## config.mk

```make
export PLATFORM = sky130hd
export DESIGN_NAME = keypad_scanner
export DESIGN_NICKNAME = d
export VERILOG_FILES = /design/src/rtl/keypad_scanner.sv
export SDC_FILE = /design/constraint.sdc
export NUM_CORES = 1
export LEC_CHECK = 0
export ABC_AREA = 1
export CORE_UTILIZATION = 50
export DETAILED_ROUTE_END_ITERATION = 8
export GPL_ROUTABILITY_DRIVEN = 1
export PLACE_DENSITY_LB_ADDON = 0.08
export SETUP_SLACK_MARGIN = 0.15
export SLEW_MARGIN = 10
export SYNTH_ARGS = -nofsm -noshare
export SYNTH_HDL_FRONTEND = slang
export SYNTH_SLANG_ARGS = --single-unit
```

## constraint.sdc

```tcl
create_clock -name clk -period 4.7 [get_ports clk]
set_clock_uncertainty 0.15 [all_clocks]
set_input_delay 0.47 -clock clk [delete_from_list [all_inputs] [get_ports clk]]
set_output_delay 0.47 -clock clk [all_outputs]
set_load 0.02 [all_outputs]
```

## src/rtl/keypad_scanner.sv

```systemverilog
// 4x4 hex keypad scanner: walks an active-low column strobe on the scan tick,
// builds a full-scan image of pressed keys and debounces it into one pulse per press.
module keypad_scanner #(
    parameter int unsigned DEBOUNCE_SCANS = 4
) (
    input  logic       clk,
    input  logic       rst_n,
    input  logic       dclk,
    input  logic [3:0] ROW,
    output logic [3:0] COL,
    output logic       key_valid,
    output logic [3:0] key_code,
    output logic       key_held
);

    localparam logic [3:0] DEB = 4'(DEBOUNCE_SCANS);

    typedef enum logic [1:0] {
        ST_IDLE      = 2'd0,
        ST_CAND      = 2'd1,
        ST_PRESSED   = 2'd2,
        ST_RELEASING = 2'd3
    } state_e;

    logic [3:0]  row_meta_q;
    logic [3:0]  row_sync_q;
    logic [3:0]  col_q;
    logic [1:0]  col_idx_q;
    logic [11:0] scan_q;
    state_e      state_q;
    logic [3:0]  cnt_q;
    logic [3:0]  cand_q;
    logic        key_valid_q;
    logic [3:0]  key_code_q;
    logic        key_held_q;

    logic        scan_done_s;
    logic [15:0] image_s;
    logic [4:0]  ones_s;
    logic        is_none_s;
    logic        is_single_s;
    logic [3:0]  single_code_s;
    logic [3:0]  cnt_inc_s;

    function automatic logic [4:0] popcount16(input logic [15:0] v);
        logic [4:0] n;
        n = 5'd0;
        for (int i = 0; i < 16; i++) begin
            n = n + {4'd0, v[i]};
        end
        return n;
    endfunction

    function automatic logic [3:0] lowest_index(input logic [15:0] v);
        logic [3:0] idx;
        idx = 4'd0;
        for (int i = 15; i >= 0; i--) begin
            if (v[i]) begin
                idx = 4'(i);
            end
        end
        return idx;
    endfunction

    // Image bit c*4+r maps to the legend printed on that key.
    function automatic logic [3:0] key_of_index(input logic [3:0] idx);
        logic [3:0] k;
        case (idx)
            4'd0:    k = 4'h1;
            4'd1:    k = 4'h4;
            4'd2:    k = 4'h7;
            4'd3:    k = 4'h0;
            4'd4:    k = 4'h2;
            4'd5:    k = 4'h5;
            4'd6:    k = 4'h8;
            4'd7:    k = 4'hF;
            4'd8:    k = 4'h3;
            4'd9:    k = 4'h6;
            4'd10:   k = 4'h9;
            4'd11:   k = 4'hE;
            4'd12:   k = 4'hA;
            4'd13:   k = 4'hB;
            4'd14:   k = 4'hC;
            4'd15:   k = 4'hD;
            default: k = 4'h0;
        endcase
        return k;
    endfunction

    // Classify the completed scan; the last column is taken straight from the synchronizer.
    always_comb begin
        scan_done_s   = dclk && (col_idx_q == 2'd3);
        image_s       = {~row_sync_q, scan_q};
        ones_s        = popcount16(image_s);
        is_none_s     = (ones_s == 5'd0);
        is_single_s   = (ones_s == 5'd1);
        single_code_s = key_of_index(lowest_index(image_s));
        cnt_inc_s     = cnt_q + 4'd1;
    end

    // Two-flop row synchronizer; idle rows read high.
    always_ff @(posedge clk) begin
        if (!rst_n) begin
            row_meta_q <= 4'hF;
            row_sync_q <= 4'hF;
        end else begin
            row_meta_q <= ROW;
            row_sync_q <= row_meta_q;
        end
    end

    // Column walker and partial scan image.
    always_ff @(posedge clk) begin
        if (!rst_n) begin
            col_q     <= 4'b1110;
            col_idx_q <= 2'd0;
            scan_q    <= 12'd0;
        end else if (dclk) begin
            case (col_idx_q)
                2'd0:    scan_q[3:0]  <= ~row_sync_q;
                2'd1:    scan_q[7:4]  <= ~row_sync_q;
                2'd2:    scan_q[11:8] <= ~row_sync_q;
                default: scan_q       <= 12'd0;
            endcase
            col_idx_q <= col_idx_q + 2'd1;
            col_q     <= {col_q[2:0], col_q[3]};
        end
    end

    // Debounce FSM stepped once per completed scan, with registered outputs.
    always_ff @(posedge clk) begin
        if (!rst_n) begin
            state_q     <= ST_IDLE;
            cnt_q       <= 4'd0;
            cand_q      <= 4'd0;
            key_valid_q <= 1'b0;
            key_code_q  <= 4'd0;
            key_held_q  <= 1'b0;
        end else begin
            key_valid_q <= 1'b0;
            if (scan_done_s) begin
                case (state_q)
                    ST_IDLE: begin
                        if (is_single_s) begin
                            cand_q <= single_code_s;
                            cnt_q  <= 4'd1;
                            if (DEB == 4'd1) begin
                                state_q     <= ST_PRESSED;
                                key_valid_q <= 1'b1;
                                key_code_q  <= single_code_s;
                                key_held_q  <= 1'b1;
                            end else begin
                                state_q <= ST_CAND;
                            end
                        end
                    end
                    ST_CAND: begin
                        if (is_single_s && (single_code_s == cand_q)) begin
                            cnt_q <= cnt_inc_s;
                            if (cnt_inc_s == DEB) begin
                                state_q     <= ST_PRESSED;
                                key_valid_q <= 1'b1;
                                key_code_q  <= cand_q;
                                key_held_q  <= 1'b1;
                            end
                        end else if (is_single_s) begin
                            cand_q <= single_code_s;
                            cnt_q  <= 4'd1;
                        end else begin
                            state_q <= ST_IDLE;
                            cnt_q   <= 4'd0;
                        end
                    end
                    ST_PRESSED: begin
                        // Any key activity keeps the press alive; no auto-repeat.
                        if (is_none_s) begin
                            cnt_q <= 4'd1;
                            if (DEB == 4'd1) begin
                                state_q    <= ST_IDLE;
                                key_held_q <= 1'b0;
                            end else begin
                                state_q <= ST_RELEASING;
                            end
                        end
                    end
                    ST_RELEASING: begin
                        if (is_none_s) begin
                            cnt_q <= cnt_inc_s;
                            if (cnt_inc_s == DEB) begin
                                state_q    <= ST_IDLE;
                                cnt_q      <= 4'd0;
                                key_held_q <= 1'b0;
                            end
                        end else begin
                            state_q <= ST_PRESSED;
                        end
                    end
                    default: begin
                        state_q    <= ST_IDLE;
                        cnt_q      <= 4'd0;
                        key_held_q <= 1'b0;
                    end
                endcase
            end
        end
    end

    assign COL       = col_q;
    assign key_valid = key_valid_q;
    assign key_code  = key_code_q;
    assign key_held  = key_held_q;

endmodule

```

-- After elaboration in Yosys (flattened, before gate mapping)
Memories as Yosys holds them, arrays and structs flattened.
Index checks and enable logic that the tools add are counted.
- input bits: 7
- output and inout bits: 10
- ROM bits: 64
- memories kept: 1
- register bits after elaboration: 42
- word-level logic and storage cells: 116
- bitwise operators: 4
- mux-type cells: 43
- equality and inequality tests: 19
- $add $sub $neg: 17
- reduce and logical (&&, ||, !) cells: 19
- memories (name ; words ; width ; read ports ; clocked after Yosys merged registers in ; wr ports ; line ; RTL):
    (name not given) ; 16 ; 4 ; 1 ; 0 ; 0 ; 68 ; case (idx)
- operator list (kind ; number):
    4-bit two-way mux ; 23
    5-bit by 1-bit adder with 5-bit output ; 11
    4-bit one-hot mux with 2 select lines ; 4
    4-bit one-hot mux with 4 select lines ; 1
    2-bit two-way mux ; 7
    2-bit inequality test, second input constant ; 7
    4-bit AND reduction ; 3
    6-bit AND reduction ; 2
    3-bit inequality test, second input constant ; 3
    2-bit equality test, second input constant ; 4
    2-bit one-hot mux with 4 select lines ; 1
    1-bit two-way mux ; 6
    2-bit AND reduction ; 3
    2-bit OR reduction ; 3
    4-bit by 1-bit adder with 5-bit output ; 1
    5-bit by 1-bit equality test with 1-bit output, second input constant ; 1
    5-bit logical NOT ; 1
    3-bit by 1-bit adder with 4-bit output ; 1
    4-bit by 1-bit adder with 4-bit output, second input constant ; 1
    2-bit by 1-bit equality test with 1-bit output, second input constant ; 2
    4-bit by 3-bit equality test with 1-bit output, second input constant ; 1
    4-bit equality test ; 1
    2-bit logical NOT ; 2
    4-bit inverter ; 1
    8 further kinds ; 12

-- Longest topological paths before layout
Gate-level depths: netlist of the first run.
An unclocked memory read counts as a cell.
- word-level depth: 22
- gate-level depth with buffers: 30
- mapped depth without buffers: 30

-- Least setup slack after synthesis of the first run
Ideal clock, no wire load.
- kind: reg2reg
- start: register scan_q[0]
- end: register key_code_q[0] (netlist: key_code[0])
- stages on the path, launching flop included: 20
- library setup time: 121 ps
- data required time: 4429 ps
- period minus slack after synthesis: 4609 ps
- arrival: 4339 ps
- setup slack: 91 ps
- path buffers: 0
- path through: dfxtp_1 -> fa_1 -> inv_1 -> fa_1 -> inv_1 -> fa_1 -> inv_1 -> fa_1 -> inv_1 -> ha_1 -> inv_1 -> fa_1 -> xor2_1 -> nand3_2 -> nor4_4 -> inv_1 -> nor3_1 -> nand4_2 -> o21ai_0 -> a21oi_1
- cells in the longest elaborated chain, start to end: 18
- elaborated cells between the ends (all ways): 21
- classes of those cells: add/sub (15); eq/ne (2); mux (1); reduce/logical (2); memory (1)
- ends and longest elaborated chain (what ; line ; RTL):
    from (decl) ; 29 ; logic [11:0] scan_q;
    from (signal assigned) ; 120 ; 2'd0: scan_q[3:0] <= ~row_sync_q;
    1-bit by 1-bit adder with 2-bit output ; 49 ; n = n + {4'd0, v[i]};
    2-bit by 1-bit adder with 3-bit output ; 49 ;
    3-bit by 1-bit adder with 4-bit output ; 49 ;
    4-bit by 1-bit adder with 5-bit output ; 49 ;
    5-bit by 1-bit adder with 5-bit output (11 in a row) ; 49 ;
    5-bit by 1-bit equality test with 1-bit output ; 96 ; is_single_s = (ones_s == 5'd1);
    1-bit logical AND * ; 158 ; if (is_single_s && (single_code_s == cand_q)) begin
    4-bit AND reduction (no source line) * ; n/a ;
    to (signal assigned) ; 150 ; key_code_q <= single_code_s;
    to (signal assigned) ; 163 ; key_code_q <= cand_q;
    to (decl) ; 34 ; logic [3:0] key_code_q;
Mark *: on every way between the ends. The rest lies on a longest branch, timed or not.
A chain may end at the register's enable or synchronous reset.

-- Final worst setup path of the first run
- start: register scan_q[0]
- end: register cnt_q[0]
- cells in the longest elaborated chain, start to end: 19
- elaborated cells between the ends (all ways): 28
- classes of those cells: add/sub (15); eq/ne (5); mux (4); reduce/logical (3); memory (1)
- ends and longest elaborated chain (what ; line ; RTL):
    1-bit by 1-bit adder with 2-bit output ; 49 ;
    2-bit by 1-bit adder with 3-bit output ; 49 ;
    3-bit by 1-bit adder with 4-bit output ; 49 ;
    4-bit by 1-bit adder with 5-bit output ; 49 ;
    5-bit by 1-bit adder with 5-bit output (11 in a row) ; 49 ;
    5-bit by 1-bit equality test with 1-bit output ; 96 ;
    1-bit two-way mux / 1-bit logical AND (equally long branches) ; 166, 158 ;
    4-bit two-way mux ; 158 ;
    4-bit one-hot mux with 4 select lines ; 142 ; case (state_q)
    to (signal assigned) ; 159 ; cnt_q <= cnt_inc_s;
    to (signal assigned) ; 188 ; cnt_q <= cnt_inc_s;
    to (decl) ; 31 ; logic [3:0] cnt_q;
Parallel ways exist; a longest one is shown, timed or not.

==> reports/results.ini, run 1 <==
[setup_path]
r2r-start=scan_q[0]$_SDFFE_PN0P_
critical_path_required_ns=4.78
path_max_fanout=5
arrival_ns=4.76
r2r_setup_slack_ns=0.02
worstRegToRegCells=21
worstSetupPathType=reg2reg
start_kind=register
reg2reg_to=cnt_q[0]$_SDFFE_PN0P_
crit_path_end_kind=register

[worst_hold_path]
hold_end=row_sync_q[0]$_SDFF_PN1_
hold_depth=1
hold_class=reg2reg
min-delay-start=row_meta_q[0]$_SDFF_PN1_

[clock_tree]
clkTransAtPathRegs_ns=0.08
clock_latency_ns=0.30
clockBufferDepth=2
cts-buffers-inserted=5
cts.sink_count=42
cts-root-buf=clkbuf_8
postCtsHoldBufs=0
cts_tree=yes
h-tree-depth=2

[power_and_ir_drop]
vdd_drop_max_mv=0.252
p_int_w=0.000829
power_density_nw_per_um2=421
switching_share=0.358
pwr-share-clk=0.279
p_seq_frac=0.301
combinationalPowerShare=0.420
power.switching_w=0.000462
p_leak_nw=1.35

[route]
drt_wl_total_um=5280
drtAntennaViolNets=0
drc=0
vias=2181
avgViaCountPerCell=4.99
drt_pre_antenna_iters=4
drt_iter0_drc=126
post_drt_wl_per_cell_um=12.1

[logic_synthesis]
synthArstFlopShare=0
ys_types=32
synth_common_cells=nand2_1, inv_1, dfxtp_1, a21oi_1, nand3_1
synth_area_um2=2530
syn_inst=337
synth_edf_count=0
synth-seq-cells=42
synthMostInstantiatedCell=nand2_1
synth_nets=366
synth_top_area_cell=dfxtp_1
syn_area_per_cell_um2=7.50
seq_area_frac_synth=0.333
synth_top_area_frac=0.333
ys.flop_type=dfxtp_1
ys_warn_count=0
synth.top_cells.by_area=dfxtp_1, nand2_1, fa_1, inv_1, a21oi_1

[timing]
setup_ws_ns=0.0195
clock.fmax_ghz=0.214
fin_crit_sh=0.996
hold_viol=0
period_needed_ns=4.68
worst_slew_pin_slew_ns=0.512
slew_viol_final=0
setup_tns_ns=0
maxSlewHeadroom=0.656
setup_viol_count_final=0
rsz0062_at_grt=true

[grt]
grt_pass1_wl_um=9070
use_met3=0.0387
top_usage_layer=met2
grt_use_met2=0.352
grt_pass1_vias=2021
grt_max_degree=29
antenna_found_initial=0
grt_util_met1=0.307
grt_overflow_total=0
gr-usage-all-layers=0.221

[layout]
fin_cells=437
drive_gt1_frac=0.176
final_core_util=0.641
fin_nets=398
area_growth_pct=21.3
diodes=0

[floorplan]
ios=17
die_h_um=73.1
fp.dieArea_um2=5350
core_um2=4790
die_w_um=73.1
rows=25
initial_core_util=0.528

[status]
status=complete, no violations

[placement]
dp.cells=421
port_buffers=16
dp_slack_ns=-0.0552
dpl.hpwl_um=3770
place_congestion=0.844

[job]
cap_violations=0

[cell usage in the layout, fill, tap and decap left out, drive strengths merged]
| cell | synthesis | routed |
|---|---|---|
| inv | 56 | 56 |
| clkinv | 2 | 2 |
| or2 | 9 | 9 |
| a21oi | 30 | 30 |
| o21ai | 14 | 14 |
| nor3 | 7 | 7 |
| nor4 | 3 | 3 |
| o211ai | 1 | 1 |
| nor2 | 23 | 23 |
| a31oi | 2 | 2 |
| xor2 | 3 | 3 |
| nand4 | 4 | 4 |
| bufinv | 0 | 2 |
| a211oi | 13 | 13 |
| ha | 12 | 12 |
| fa | 10 | 10 |
| dfxtp | 42 | 42 |
| buf | 1 | 13 |
| nand3 | 31 | 31 |
| xnor2 | 1 | 1 |
| clkbuf | 3 | 6 |
| clkdlybuf4s50 | 0 | 16 |
| nand2 | 70 | 70 |
[repair_timing]
action,4_1_cts,5_1_grt
setup endpoints to repair,14,16
pin swaps,5,3
resized for setup,13,7
setup buffers,6,2
[layer usage]
metal,share of wire,vias to the layer above
met2,0.45,29
met5,0,-
met1,0.50,990
met3,0.032,6
li1,-,1156
met4,0.013,0
[registers in the layout, summed over array words and instances, names as in the netlist]
name        cells
cand_q          4
cnt_q           4
col_idx_q       2
row_meta_q      4
key_code        4
row_sync_q      4
key_held        1
key_valid       1
state_q         2
scan_q         12
COL             4
[power by group through the flow]
stage               combinational (W)  clock [W]  sequential (W)
finish                       0.000542   0.000359        0.000389
CTS                          0.000506   0.000366        0.000389
global placement             0.000456          0        0.000397
detailed placement           0.000461          0        0.000397
global route                 0.000603   0.000379        0.000392
floorplan                    0.000369          0        0.000397
[kinds of logic (layout without fill, tap and decap cells)]
logic type / after synthesis / in the layout / synth area share
simple gates: 147 / 147 / 0.287
buf+inv: 62 / 95 / 0.0925
fa+ha+maj: 22 / 22 / 0.139
xor+xnor: 4 / 4 / 0.0139
compound gates: 60 / 60 / 0.135
flops: 42 / 42 / 0.333
[worst max path at each step]
stage	start	to	slack (ns)	depth (start not counted)
5_1_grt	scan_q[0]$_SDFFE_PN0P_	cnt_q[1]$_SDFFE_PN0P_	-0.23	22
2_1_floorplan	scan_q[0]$_SDFFE_PN0P_	key_code[0]$_SDFFE_PN0P_	0.18	19
4_1_cts	scan_q[0]$_SDFFE_PN0P_	cnt_q[0]$_SDFFE_PN0P_	0.002	22
3_3_place_gp	scan_q[0]$_SDFFE_PN0P_	cnt_q[0]$_SDFFE_PN0P_	0.05	22
3_5_place_dp	scan_q[0]$_SDFFE_PN0P_	cnt_q[3]$_SDFFE_PN0P_	-0.06	22
6_report	scan_q[0]$_SDFFE_PN0P_	cnt_q[0]$_SDFFE_PN0P_	0.02	21
[area by class of cell]
type | count | area (µm²)
fillers | 428 | 1720
multi-input cells | 233 | 1510
flip-flops and latches | 42 | 845
repair buffers | 29 | 265
inverters | 58 | 218
well taps | 67 | 83.8
clock buffers | 6 | 82.6
clock inverters | 2 | 60.1
[critical path: stages (launching register included)]
cell,delay [ns]
dfxtp_2,0.34
fa_1,0.53
inv_1,0.06
fa_1,0.49
inv_1,0.05
fa_1,0.49
inv_1,0.05
fa_1,0.43
inv_1,0.07
ha_2,0.16
inv_2,0.04
fa_2,0.52
inv_2,0.06
nor4_4,0.29
inv_2,0.06
a31oi_1,0.15
o21ai_1,0.10
nor2_1,0.16
inv_2,0.09
a31oi_1,0.14
nand2_1,0.07
a21oi_1,0.11
[stage by stage]
step                      power, W  hold slack (ns)  area [µm²]
after floorplan           0.000765            0.243        2540
after global placement    0.000852            0.243        2810
after detailed placement  0.000858            0.247        2810
after CTS                  0.00126            0.268        3030
after global routing       0.00137            0.292        3070
final                      0.00129            0.266        3070
(Power assumes the default switching activity.)
==> run 2, diff against run 1 <==
CTS_CLUSTER_DIAMETER = 100   (was not set)
SLEW_MARGIN = 20   (was 10)
==> results of run 2 <==
Final layout, timing and power as in run 1 (identical DEF).
